==> src/rtl/pfa_ntt_sequencer_if.sv <==
// Handshake/control bundle between a PFA-NTT job controller and the sequencer.
// master drives job requests and stall; slave (the sequencer) drives memory/butterfly controls.
interface pfa_ntt_sequencer_if #(
   parameter int W_IDX_W = 11
);
   logic               start;
   logic [1:0]         mode;
   logic [5:0]         mod_idx;
   logic               stall;
   logic [1:0]         stage;
   logic [8:0]         row;
   logic [2:0]         step;
   logic [2:0]         phase;
   logic               we;
   logic               bfa_mode;
   logic               bfa_swap;
   logic [W_IDX_W-1:0] w_idx;
   logic               busy;
   logic               done;

   modport master (
      output start, mode, mod_idx, stall,
      input  stage, row, step, phase, we, bfa_mode, bfa_swap, w_idx, busy, done
   );

   modport slave (
      input  start, mode, mod_idx, stall,
      output stage, row, step, phase, we, bfa_mode, bfa_swap, w_idx, busy, done
   );
endinterface

==> src/rtl/pfa_ntt_sequencer.sv <==
// Multi-stage PFA/NTT address and twiddle sequencer: walks rows and passes of each stage
// through PERM, NTT, pointwise multiply, INTT and DRAIN, emitting write and butterfly controls.
module pfa_ntt_sequencer #(
   parameter int NUM_STAGES     = 3,
   parameter int ROWS_0         = 85,
   parameter int ROWS_1         = 256,
   parameter int ROWS_2         = 256,
   parameter int ROWS_3         = 256,
   parameter int STEPS_0        = 8,
   parameter int STEPS_1        = 4,
   parameter int STEPS_2        = 2,
   parameter int STEPS_3        = 1,
   parameter int ROW_STRIDE     = 3,
   parameter int PIPELINE_DELAY = 1,
   parameter int W_STRIDE       = 34,
   parameter int W_IDX_W        = 11
) (
   input logic                  clk,
   input logic                  reset,
   pfa_ntt_sequencer_if.slave   bus
);

   typedef enum logic [2:0] {
      IDLE  = 3'd0,
      PERM  = 3'd1,
      NTT   = 3'd2,
      MUL_B = 3'd3,
      MUL_A = 3'd4,
      INTT  = 3'd5,
      DRAIN = 3'd6
   } state_t;

   localparam logic [W_IDX_W-1:0] W_ONE = W_IDX_W'(1);
   localparam bit CFG_OK =
      (NUM_STAGES < 2 || ((ROWS_1 - 1) % ROW_STRIDE) == 0) &&
      (NUM_STAGES < 3 || ((ROWS_2 - 1) % ROW_STRIDE) == 0) &&
      (NUM_STAGES < 4 || ((ROWS_3 - 1) % ROW_STRIDE) == 0);

   state_t             state_q, state_d;
   logic [2:0]         stage_q, stage_d;
   logic [8:0]         row_q, row_d;
   logic [2:0]         step_q, step_d;
   logic [W_IDX_W-1:0] w_q, w_d;
   logic [1:0]         mode_q, mode_d;
   logic [4:0]         drain_q, drain_d;

   function automatic logic [8:0] last_row_of(input logic [2:0] s);
      case (s)
         3'd0:    return 9'(ROWS_0 - 1);
         3'd1:    return 9'(ROWS_1 - 1);
         3'd2:    return 9'(ROWS_2 - 1);
         default: return 9'(ROWS_3 - 1);
      endcase
   endfunction

   function automatic logic [2:0] last_step_of(input logic [2:0] s);
      case (s)
         3'd0:    return 3'(STEPS_0 - 1);
         3'd1:    return 3'(STEPS_1 - 1);
         3'd2:    return 3'(STEPS_2 - 1);
         default: return 3'(STEPS_3 - 1);
      endcase
   endfunction

   logic       last_row, last_step, drain_final, job_end;
   logic [8:0] row_inc, row_adv;
   logic [2:0] stage_eff;
   state_t     restart_state;

   always_comb begin
      last_row      = (row_q == last_row_of(stage_q));
      last_step     = (step_q == last_step_of(stage_q));
      row_inc       = (stage_q == 3'd0) ? 9'd1 : 9'(ROW_STRIDE);
      row_adv       = last_row ? 9'd0 : row_q + row_inc;
      // stage is bumped on the first DRAIN cycle, so later cycles already hold the new value
      stage_eff     = (drain_q == 5'd0) ? stage_q + 3'd1 : stage_q;
      drain_final   = (drain_q == 5'(PIPELINE_DELAY - 1));
      job_end       = drain_final && (stage_eff == 3'(NUM_STAGES));
      restart_state = (mode_q == 2'd2) ? INTT : PERM;
   end

   always_comb begin
      state_d = state_q;
      stage_d = stage_q;
      row_d   = row_q;
      step_d  = step_q;
      w_d     = w_q;
      mode_d  = mode_q;
      drain_d = drain_q;
      if (state_q == IDLE) begin
         if (bus.start) begin
            mode_d  = (bus.mode == 2'd3) ? 2'd0 : bus.mode;
            w_d     = W_IDX_W'(32'(bus.mod_idx) * W_STRIDE);
            stage_d = 3'd0;
            row_d   = 9'd0;
            step_d  = 3'd0;
            drain_d = 5'd0;
            state_d = (bus.mode == 2'd2) ? INTT : PERM;
         end
      end else if (!bus.stall) begin
         case (state_q)
            PERM: begin
               row_d = row_adv;
               if (last_row) begin
                  step_d  = 3'd0;
                  state_d = NTT;
               end
            end
            NTT: begin
               row_d = row_adv;
               if (last_row) begin
                  w_d = w_q + W_ONE;
                  if (last_step) state_d = (mode_q == 2'd0) ? MUL_B : DRAIN;
                  else           step_d  = step_q + 3'd1;
               end
            end
            MUL_B: begin
               w_d     = w_q + W_ONE;
               state_d = MUL_A;
            end
            MUL_A: begin
               if (last_row) begin
                  w_d     = w_q + W_ONE;
                  row_d   = 9'd0;
                  step_d  = 3'd0;
                  state_d = INTT;
               end else begin
                  w_d     = w_q - W_ONE;
                  row_d   = row_adv;
                  state_d = MUL_B;
               end
            end
            INTT: begin
               row_d = row_adv;
               if (last_row) begin
                  if (last_step) begin
                     state_d = DRAIN;
                  end else begin
                     step_d = step_q + 3'd1;
                     w_d    = w_q + W_ONE;
                  end
               end
            end
            DRAIN: begin
               if (drain_q == 5'd0) begin
                  stage_d = stage_q + 3'd1;
                  w_d     = w_q + W_ONE;
               end
               if (drain_final) begin
                  drain_d = 5'd0;
                  row_d   = 9'd0;
                  step_d  = 3'd0;
                  if (job_end) begin
                     stage_d = 3'd0;
                     state_d = IDLE;
                  end else begin
                     stage_d = stage_eff;
                     state_d = restart_state;
                  end
               end else begin
                  drain_d = drain_q + 5'd1;
               end
            end
            default: ;
         endcase
      end
   end

   always_ff @(posedge clk) begin
      if (reset) begin
         state_q <= IDLE;
         stage_q <= 3'd0;
         row_q   <= 9'd0;
         step_q  <= 3'd0;
         w_q     <= '0;
         mode_q  <= 2'd0;
         drain_q <= 5'd0;
      end else begin
         state_q <= state_d;
         stage_q <= stage_d;
         row_q   <= row_d;
         step_q  <= step_d;
         w_q     <= w_d;
         mode_q  <= mode_d;
         drain_q <= drain_d;
      end
   end

   always_ff @(posedge clk) begin
      if (!reset) assert (CFG_OK);
   end

   assign bus.phase    = state_q;
   assign bus.stage    = stage_q[1:0];
   assign bus.row      = row_q;
   assign bus.step     = step_q;
   assign bus.w_idx    = w_q;
   assign bus.busy     = (state_q != IDLE);
   assign bus.we       = !bus.stall && (state_q == PERM || state_q == NTT ||
                                        state_q == MUL_A || state_q == INTT);
   assign bus.bfa_mode = (state_q == MUL_B) || (state_q == MUL_A);
   assign bus.bfa_swap = (state_q == MUL_A);
   assign bus.done     = !bus.stall && (state_q == DRAIN) && job_end;

endmodule

==> src/flat_wrapper.sv <==
// flat-port wrapper written by rule: the top's interface ports become plain ports
module pfa_ntt_sequencer_flat 
#(
   parameter int NUM_STAGES     = 3,
   parameter int ROWS_0         = 85,
   parameter int ROWS_1         = 256,
   parameter int ROWS_2         = 256,
   parameter int ROWS_3         = 256,
   parameter int STEPS_0        = 8,
   parameter int STEPS_1        = 4,
   parameter int STEPS_2        = 2,
   parameter int STEPS_3        = 1,
   parameter int ROW_STRIDE     = 3,
   parameter int PIPELINE_DELAY = 1,
   parameter int W_STRIDE       = 34,
   parameter int W_IDX_W        = 11
)
  (clk, reset, bus_start, bus_mode, bus_mod_idx, bus_stall, bus_stage, bus_row, bus_step, bus_phase, bus_we, bus_bfa_mode, bus_bfa_swap, bus_w_idx, bus_busy, bus_done);
  pfa_ntt_sequencer_if #(.W_IDX_W(W_IDX_W)) bus_i ();
  input logic clk;
  input logic reset;
  input wire logic [$bits(bus_i.start)-1:0] bus_start;
  input wire logic [$bits(bus_i.mode)-1:0] bus_mode;
  input wire logic [$bits(bus_i.mod_idx)-1:0] bus_mod_idx;
  input wire logic [$bits(bus_i.stall)-1:0] bus_stall;
  output wire logic [$bits(bus_i.stage)-1:0] bus_stage;
  output wire logic [$bits(bus_i.row)-1:0] bus_row;
  output wire logic [$bits(bus_i.step)-1:0] bus_step;
  output wire logic [$bits(bus_i.phase)-1:0] bus_phase;
  output wire logic [$bits(bus_i.we)-1:0] bus_we;
  output wire logic [$bits(bus_i.bfa_mode)-1:0] bus_bfa_mode;
  output wire logic [$bits(bus_i.bfa_swap)-1:0] bus_bfa_swap;
  output wire logic [$bits(bus_i.w_idx)-1:0] bus_w_idx;
  output wire logic [$bits(bus_i.busy)-1:0] bus_busy;
  output wire logic [$bits(bus_i.done)-1:0] bus_done;
  assign bus_i.start = bus_start;
  assign bus_i.mode = bus_mode;
  assign bus_i.mod_idx = bus_mod_idx;
  assign bus_i.stall = bus_stall;
  assign bus_stage = bus_i.stage;
  assign bus_row = bus_i.row;
  assign bus_step = bus_i.step;
  assign bus_phase = bus_i.phase;
  assign bus_we = bus_i.we;
  assign bus_bfa_mode = bus_i.bfa_mode;
  assign bus_bfa_swap = bus_i.bfa_swap;
  assign bus_w_idx = bus_i.w_idx;
  assign bus_busy = bus_i.busy;
  assign bus_done = bus_i.done;
  pfa_ntt_sequencer #(.NUM_STAGES(NUM_STAGES), .ROWS_0(ROWS_0), .ROWS_1(ROWS_1), .ROWS_2(ROWS_2), .ROWS_3(ROWS_3), .STEPS_0(STEPS_0), .STEPS_1(STEPS_1), .STEPS_2(STEPS_2), .STEPS_3(STEPS_3), .ROW_STRIDE(ROW_STRIDE), .PIPELINE_DELAY(PIPELINE_DELAY), .W_STRIDE(W_STRIDE), .W_IDX_W(W_IDX_W)) u_core (.clk(clk), .reset(reset), .bus(bus_i));
endmodule
==> config.mk <==
export PLATFORM = sky130hd
export DESIGN_NAME = pfa_ntt_sequencer_flat
export DESIGN_NICKNAME = d
export VERILOG_FILES = /design/src/rtl/pfa_ntt_sequencer_if.sv /design/src/rtl/pfa_ntt_sequencer.sv /design/src/flat_wrapper.sv
export SDC_FILE = /design/constraint.sdc
export NUM_CORES = 1
export LEC_CHECK = 0
export ABC_AREA = 1
export BUFFER_PORTS_ARGS = -buffer_cell sky130_fd_sc_hd__buf_2
export CAP_MARGIN = 20
export CORE_MARGIN = 2
export CORE_UTILIZATION = 55
export DETAILED_ROUTE_END_ITERATION = 12
export GPL_ROUTABILITY_DRIVEN = 0
export PLACE_DENSITY = 0.89
export SLEW_MARGIN = 20
export SYNTH_ARGS = -nofsm -noshare
export SYNTH_HDL_FRONTEND = slang
export SYNTH_SLANG_ARGS = --single-unit
==> constraint.sdc <==
create_clock -name clk -period 2.47 [get_ports clk]
set_input_delay 0.494 -clock clk [delete_from_list [all_inputs] [get_ports clk]]
set_output_delay 0.494 -clock clk [all_outputs]
set_load 0.1 [all_outputs]
==> results.md <==
* Critical path endpoint category: output port
* Reg-to-Reg Start: u_core.stage_q[1]
* Setup crit start: u_core.bus.phase[2]
* Drt drc at 0
* Reg2Reg Depth at 13
* DIE AREA at between 0.005 and 0.006 sq mm
* Setup crit end: bus_we
* Status: completed
* DR vias at 3,302
* Area grow syn2layout at 17.1%
* Commonest cells post-synth: 122 x nand2_1, 71 x nor2_1, 61 x inv_1, 47 x nand3_1, 36 x dfxtp_1
* PortBufs at between 40 and 50
* First-pass GRT wire length at roughly 12 mm
* Hold Fails Final Rpt at 0
* Congestion Overflow GR at 0
* Longest Clk Path Bufs at 2
* Synth top area share at between 20% and 30%
* Multi-input combinational cell area at 0.00191 sq mm
* Grt peak-use layer: met2
* Num CTS Buffers at 5
* Setup CP Type: flop to output port
* Routed vias/inst at 5.52
* Flop2flop setup slack at ~0.23 ns
* Worst Skew at between 0.007 and 0.008 ns
* RSZ-0062 raised after global routing: true
* Initial Util at a little under three fifths
* GR Layer Usage met1 at roughly a third
* Storage cell area at approximately 730 sq um
* Total Routing Usage GR at about a quarter
* Core area at 0.00507 sq mm
* Synth area leaders: dfxtp_1 25%, nand2_1 16%, nor2_1 9.2%
* # fillers at 429
* TritonRoute pass-1 iters at 6
* Layout cells sized above 1 at between 15 and 20%
* CTS root buf: clkbuf_8
* Hold buffers post-CTS at 0
* M2 GR Usage at between 40% and 50%
* Post-DP HPWL at between 5 and 6 mm
* # Max-Cap Violations at 0
* Initial DRC count at 311
* Initial antenna violation count at 0
* Yosys top cell by area: dfxtp_1
* Hold crit path type: flop to flop
* Slew headroom at 67.6%
* Post-synth cell types at 33
* CTS sink cnt at 36
* Final #Nets at 555
* Maximum number of pins on one net before global-route repair at 20
* Synthesized area at just under 0.003 sq mm
* Final setup viols at 0
* Wirelength per Cell at about 13 um
* EDFF count, synth at 0
* Routing usage on met3 at under 10%
* Diode count at 0
* Req. time, crit path at approximately 2 ns
* Post-synthesis cell count at between 400 and 500
* FP Rows at 26
* Vias in the first global route at approximately 2,800
* Startpoint types: flop
* H-tree depth at 2
* Total wire length at 7.57 mm
* Die Y at about 76 um
* Final Max Slew Viols at 0
* Final period util at 97.3%
* Tmin final at about 2.4 ns
* Most frequent cell after synthesis: nand2_1
* Post-synthesis sequential element count at 36
* Synth Net Count at between 500 and 600
* Crit-path max FO at 8
* YS warnings at 0
* Clock slew at reported path FFs at 0.08 ns
* Primary FF master, synth: dfxtp_1
* Worst slew pin tran at ~0.5 ns
* Worst r2r dst: u_core.bus.w_idx[2]
* Syn_area_per_cell at slightly above 6 sq um
* Fmax at 416 MHz
* Worst EP arrival at roughly 1.9 ns
* Die Width at between 70 and 80 um
* Remaining antenna violation count at 0
* Io pins at 45
* CTS tree: yes
* Register area share after synthesis at about 25%
* Min Hold Slack at just under 0.5 ns
* Ys async rst share at 0%
* Clk Latency, worst-skew pair at between 0.2 and 0.3 ns
==> layer usage <==
metal	share of wire, %	wire length, um
met1	43	3270
met5	0	0
met2	46	3470
met4	1.5	111
met3	9.6	725
==> critical path: stages, from the launching register on <==
cell      delay, ns
dfxtp_2        0.34
inv_1          0.21
nand3_1        0.19
nand2_1        0.25
inv_1          0.13
a31oi_4        0.14
clkbuf_4       0.35
==> layout make-up <==
type                       count  area share, %
clock buffer                   6           2.44
clock inverter                 2          0.407
inverter                      64           7.13
multi-input combinational    367           56.6
sequential                    36           21.5
tap                           70           2.59
timing repair buffer          53           9.39
==> cell usage in the layout (no fill, tap or decap), types with 4 or more instances in the layout <==
cell        n
a21oi_1    31
buf_4       8
clkbuf_8    6
nor2_1     69
nor2_2      4
inv_1      60
dfxtp_2     5
a211oi_1    5
buf_2      42
nor3_1     11
dfxtp_1    31
nand3_1    46
xor2_1      7
ha_1       13
o21ai_0    22
nand2_2     4
nand4_1    10
nand2_1   121
==> logic make-up after synthesis <==
family                   share of synthesized area, %
AO/OA/AOI/OAI                                    11.6
XOR/XNOR                                         3.03
buffers and inverters                            10.4
flip-flops                                       24.9
adder cells (fa/ha/maj)                          7.45
AND/OR/NAND/NOR                                  42.6
==> registers in the layout, indices dropped and copies added (netlist names) <==
register,count
u_core.stage_q,3
u_core.mode_q,2
u_core.bus.step,3
u_core.bus.w_idx,11
u_core.bus.phase,3
u_core.bus.row,9
u_core.drain_q,5
==> worst min path at each step <==
stage	startpoint	endpoint	slack, ns	cells after the start
floorplan	u_core.drain_q[0]	u_core.drain_q[0]	0.46	2
detailed placement	u_core.bus.row[8]	u_core.bus.row[8]	0.48	2
global placement	u_core.bus.row[8]	u_core.bus.row[8]	0.46	2
finish	u_core.bus.row[8]	u_core.bus.row[8]	0.48	2
CTS	u_core.bus.row[8]	u_core.bus.row[8]	0.49	2
global route	bus_mod_idx[2]	u_core.bus.w_idx[3]	0.52	3
==> per-stage QoR <==
stage / utilization (%) / setup slack, ns / instance area [sq um] / TNS [ns] / instances
6_report: 66.7 / 0.0656 / 3380 / 0 / 598
5_1_grt: 66.7 / -0.0214 / 3380 / -0.0214 / 598
4_1_cts: 65.5 / 0.0260 / 3320 / 0 / 595
3_5_place_dp: 63.6 / 0.0883 / 3230 / 0 / 587
2_1_floorplan: - / 0.148 / 2920 / 0 / 476
3_3_place_gp: 63.6 / 0.202 / 3230 / 0 / 587
==> repair_timing <==
item	4_1_cts	5_1_grt
gates resized for setup	0	8
buffers inserted	0	3
endpoints found under the setup margin	0	17
Power is not shown: default switching activity piles up to over one toggle a cycle in this logic, so the estimate is an artifact.
